--- config.mk ---
export PLATFORM = sky130hd
export DESIGN_NAME = encoder
export DESIGN_NICKNAME = d
export VERILOG_FILES = /design/src/rtl/encoder_pkg.sv /design/src/rtl/encoder_clk_div.sv /design/src/rtl/encoder.sv
export SDC_FILE = /design/constraint.sdc
export NUM_CORES = 1
export LEC_CHECK = 0
export ABC_AREA = 1
export BUFFER_PORTS_ARGS = -buffer_cell sky130_fd_sc_hd__clkbuf_2
export CORE_AREA = 2 2 39 41
export CTS_CLUSTER_DIAMETER = 100
export DETAILED_ROUTE_END_ITERATION = 10
export DIE_AREA = 0 0 41 43
export GPL_TIMING_DRIVEN = 0
export SYNTH_ARGS = -nofsm -noshare
export SYNTH_HDL_FRONTEND = slang
export SYNTH_SLANG_ARGS = --single-unit
--- constraint.sdc ---
create_clock -name clk -period 1 [get_ports clk]
set_input_delay 0.2 -clock clk [delete_from_list [all_inputs] [get_ports clk]]
set_output_delay 0.2 -clock clk [all_outputs]
set_load 0.02 [all_outputs]
--- src/rtl/encoder_pkg.sv ---
// Shared widths, default tick divider and the keypad priority encoder.
package encoder_pkg;

    localparam int unsigned KEY_W       = 10;
    localparam int unsigned BCD_W       = 4;
    localparam int unsigned DIV_DEFAULT = 10;

    // Ascending scan so the highest pressed key is the last one written.
    function automatic logic [BCD_W-1:0] prio_enc(input logic [KEY_W-1:0] keys);
        prio_enc = '0;
        for (int unsigned i = 0; i < KEY_W; i++) begin
            if (keys[i]) begin
                prio_enc = BCD_W'(i);
            end
        end
    endfunction

endpackage

--- src/rtl/encoder_clk_div.sv ---
// Countdown tick divider: square wave of period DIV, high for the first DIV/2 cycles.
module clk_div #(
    parameter int unsigned DIV = 10
) (
    input  logic clk,
    input  logic rst_n,
    input  logic en,
    output logic tick
);

    localparam int unsigned CW = (DIV > 2) ? $clog2(DIV) : 1;
    localparam logic [CW-1:0] LAST = CW'(DIV - 1);
    localparam logic [CW-1:0] HALF = CW'(DIV / 2);

    logic [CW-1:0] cnt;

    always_ff @(posedge clk) begin
        if (!rst_n) begin
            cnt  <= '0;
            tick <= 1'b0;
        end else if (en) begin
            tick <= (cnt < HALF);
            cnt  <= (cnt == LAST) ? '0 : cnt + CW'(1);
        end else begin
            // Dropping enable restarts the phase so the next run begins high.
            cnt  <= '0;
            tick <= 1'b0;
        end
    end

endmodule

--- src/rtl/encoder.sv ---
// Keypad encoder: combinational BCD code and load strobe, plus the cooking tick.
module encoder
    import encoder_pkg::*;
#(
    parameter int unsigned DIV = DIV_DEFAULT
) (
    input  logic             clk,
    input  logic             rst_n,
    input  logic [KEY_W-1:0] numpad,
    input  logic             enable,
    output logic [BCD_W-1:0] D,
    output logic             loadn,
    output logic             pgt_1Hz
);

    logic key_any;

    // Zero-latency path so key pulses shorter than a clock period still strobe.
    always_comb begin
        key_any = |numpad;
        D       = rst_n ? prio_enc(numpad) : '0;
        loadn   = ~(key_any & ~enable & rst_n);
    end

    clk_div #(
        .DIV(DIV)
    ) u_clk_div (
        .clk  (clk),
        .rst_n(rst_n),
        .en   (enable),
        .tick (pgt_1Hz)
    );

endmodule

; ---- After elaboration in Yosys (flattened, before gate mapping)
; Index checks and enable logic that the tools add are counted.
[word_totals]
regBits = 5
inputBits = 13
word_cells = 23
[op_classes]
add_sub_neg = 1
magnitude_cmp = 1
eq_ne = 1
mux = 10
n_bitwise = 5
reduce_logical = 3
[ops]
columns = op, count
row1 = $mux 4, 9
row2 = $reduce_or 10->1, 1
row3 = $add 4x1->4 const B, 1
row4 = $eq 4x4->1 const B, 1
row5 = $lt 4x3->1 const B, 1
row6 = $not 1->1, 3
row7 = $reduce_or 3->1, 1
row8 = $and 1x1->1, 2
row9 = $reduce_and 2->1, 1
row10 = $mux 1, 1

; ---- Longest topological paths before layout
[logic_depth]
depth_word = 10
ltp_mapped = 9

; ---- Cells and area by module
; Synthesis repeated with hierarchy kept, for this count alone.
[hier_totals]
hier_cells = 58
area_unflattened_um2 = 369.1
[by_module_without_submodules]
columns = module, instances, cells_per_inst, area_each_um2, seq_area_each_um2
row1 = clk_div, 1, 28, 241.5, 100.1
row2 = encoder, 1, 30, 127.6, 0.0

; ---- Least setup slack after synthesis
; OpenSTA, ideal clock, no wires.
[synth_path]
path_type = input-to-output
startpoint = input port numpad[2]
endpoint = output port D[0]
t_arrival_ns = 0.864
required_time_ns = 0.800
path_slack_ns = -0.064
stages = 9
path_buffers = 0
cell_sequence = inv_1 > nand2_1 > nand2_1 > nand2_1 > nand2_1 > nand2_1 > nand2_1 > nand2_1 > a21oi_1
[synth_between]
elab_chain_cells = 9
[synth_lines]
columns = item, line_no
row1 = start: declaration, encoder.sv:9  ; input logic [KEY_W-1:0] numpad,
row2 = $mux 4 (8 in a row), encoder_pkg.sv:12  ; if (keys[i]) begin
row3 = $mux 4, encoder.sv:21  ; D = rst_n ? prio_enc(numpad) : '0;
row4 = end: declaration, encoder.sv:11  ; output logic [BCD_W-1:0] D,
; No other way between the ends.

; ---- Final worst setup path
[layout_path]
startpoint = input port numpad[7]
endpoint = output port loadn
[layout_between]
elab_chain_cells = 4
[layout_lines]
columns = item, line_no
row1 = $reduce_or 10->1, encoder.sv:20  ; key_any = |numpad;
row2 = $and 1x1->1 (2 in a row), encoder.sv:22  ; loadn = ~(key_any & ~enable & rst_n);
row3 = $not 1->1, encoder.sv:22
row4 = end: declaration, encoder.sv:12  ; output logic loadn,
; No other way between the ends.

==> out/qor.txt <==
status: finished with violations
failing checks: negative setup slack
post-synthesis sequential area ratio: 28.9%
worst reg2reg path endpoint: u_clk_div.cnt[0]$_SDFF_PP0_
Crit. End Element: output port
row cnt: 14
clock buffer count from CTS: 3
Setup crit start kind: primary input
post-synthesis cell area: 347 um2
Post-Syn Instances: 53
Tmin final: 1160 ps
Post-DRT Antenna Nets: 0
Slew @ Worst Pin: 210 ps
reg2reg start: u_clk_div.cnt[1]$_SDFF_PP0_
die span in y: 43 um
setup violators final: 4
largest net degree at the start of global routing: 5
share of layout cells above drive strength 1: 44.7%
GRT Overall Usage: 9.87%
DRC viols: 0
average wire per standard cell: 8.82 um
Final Max Slew Viols: 0
Rel. slew slack: 85.9%
Sinks on Clock Net: 5
setup_tns: -491 ps
Power Dens Cells: 1040 nW/um2
register area: 103 um2
TritonCTS clock tree: done
Post-Layout Inst Area: 564 um2
Filler Cells Inserted: 148
Max-Cap Viols: 0
Worst-path clk slew: 40 ps
Net Count, Synth: 69
I/O Buffers: 18
die span in x: 41 um
placeable core region: 1380 um2
Area Overhead vs Synth: 62.8%
DP Worst Slack: -199 ps
WL final: 811 um
area occupied by multi-input gates: 226 um2
DR iter-0 viols: 1
worst vdd ir: 0.686 mV
vias in the first global route: 325
DP Area: 460 um2
Overflow after GRT: 0
post-route setup slack: -158 ps
Worst Setup SP: numpad[7]
Seq cells post-synth: 5
synth unique cells: 14
vias per inst: 4.33
number of diodes: 0
worst hold path type: in2reg
RSZ-0062 raised after global routing: yes
final non-filler cell total: 92
clock skew: 2.93 ps
clk buf depth: 2
Hold Fails Final Rpt: 0
CP Capture Point: loadn
dpl cells: 87
Post-DP HPWL: 653 um
Worst Path Arrival: 960 ps
worst-case reg-to-reg path depth: 5
Via Count: 398
synth warn: 0
Top Ports: 19
post-layout util: 40.8%
detailed-router iteration count before antenna repair: 2
crit share post-route: 116%
CTS H-Tree Depth: 1
die area: 1760 um2
Root Buffer: clkbuf_4
Initial Util: 25.0%
leakage power: 0.291 nW
initial antenna violation count: 0
nets: 93
Final Wtd Congestion: 0.678
fmax: 864 MHz
r2r setup slk: 70 ps
first-pass GRT wire length: 1180 um
critical path peak fanout: 2
required time of the critical path: 800 ps
mean post-synth cell area: 6.54 um2
clk_lat worst skew: 240 ps
WS Path Type: in2out
==> cell usage after synthesis (all sizes together) <==
| cell type | instances | area [um2] |
|---|---|---|
| inv | 14 | 52.6 |
| nor2 | 11 | 43.8 |
| nand2 | 8 | 30.0 |
| dfxtp | 5 | 100 |
| a21oi | 3 | 15.0 |
| ha | 3 | 37.5 |
| nand3 | 3 | 15.0 |
| nor4 | 2 | 18.8 |
| xnor2 | 2 | 17.5 |
| nand4 | 1 | 6.26 |
| nor3 | 1 | 10.0 |
==> worst min-delay path by stage <==
stage | startpoint | end | slack [ps] | cells past startpoint
after floorplan | enable | u_clk_div.tick$_SDFF_PN0_ | 340 | 2
after global placement | u_clk_div.cnt[0]$_SDFF_PP0_ | u_clk_div.cnt[0]$_SDFF_PP0_ | 450 | 1
after CTS | enable | u_clk_div.tick$_SDFF_PN0_ | 210 | 3
after detailed placement | enable | u_clk_div.tick$_SDFF_PN0_ | 460 | 3
after global routing | enable | u_clk_div.tick$_SDFF_PN0_ | 230 | 3
final | enable | u_clk_div.tick$_SDFF_PN0_ | 230 | 3
==> repair_timing <==
item                                    4_1_cts  5_1_grt
buffers inserted                              0        1
pin swaps                                     3        5
endpoints found under the setup margin        8        8
hold buffers                                  0        0
gates resized for setup                       7       18
==> cell usage in the layout, fill, tap and decap left out, types with 2 or more instances in the layout <==
master	n
clkbuf_2	12
inv_1	11
nand2_1	8
nor2_1	8
inv_2	3
ha_1	3
clkbuf_4	3
buf_4	3
dfxtp_1	3
nor2_4	2
a21oi_1	2
nand3_1	2
xnor2_1	2
clkbuf_8	2
dfxtp_2	2
==> through the flow <==
| step | total power (W) | hold slack (ps) |
|---|---|---|
| final | 0.000588 | 227 |
| after global routing | 0.000631 | 228 |
| after CTS | 0.000582 | 206 |
| after global placement | 0.000327 | 453 |
| after floorplan | 0.000276 | 341 |
| after detailed placement | 0.000328 | 463 |
==> cell type report <==
class | count | share of cell area, %
well taps | 16 | 3.55
clock buffers | 4 | 4.66
multi-input cells | 34 | 40.1
flip-flops and latches | 5 | 18.2
inverters | 14 | 9.31
repair buffers | 19 | 24.2
==> per-layer routing <==
metal | share of wire (%) | GRT usage (%) | up-vias | wire, um
met3 | 13 | 6.28 | 0 | 104
met4 | 0 | 0 | 0 | 0
met2 | 48 | 16.6 | 18 | 388
met5 | 0 | 0 | - | 0
li1 | - | - | 208 | -
met1 | 39 | 10.7 | 172 | 318
==> state kept, by name (all words and copies together), names as in the netlist <==
signal / cells
u_clk_div.cnt: 4
u_clk_div.tick: 1
==> power by group <==
group | internal [W] | switching, W
logic | 0.0000673 | 0.0000791
registers | 0.000207 | 0.00000404
clock network | 0.000151 | 0.0000797
total | 0.000425 | 0.000163
==> worst max-delay path: stages <==
cell      delay (ps)
clkbuf_2         110
nor4_4           280
nand4_1          120
nand3_1           90
clkbuf_8         150
==> cells by family after synthesis <==
kind of cell	synth area share, %
compound gates	4.33
xor+xnor	5.06
fa+ha+maj	10.8
buf+inv	15.2
flops	28.9
simple gates	35.7
Power figures use the tool's default switching activity.
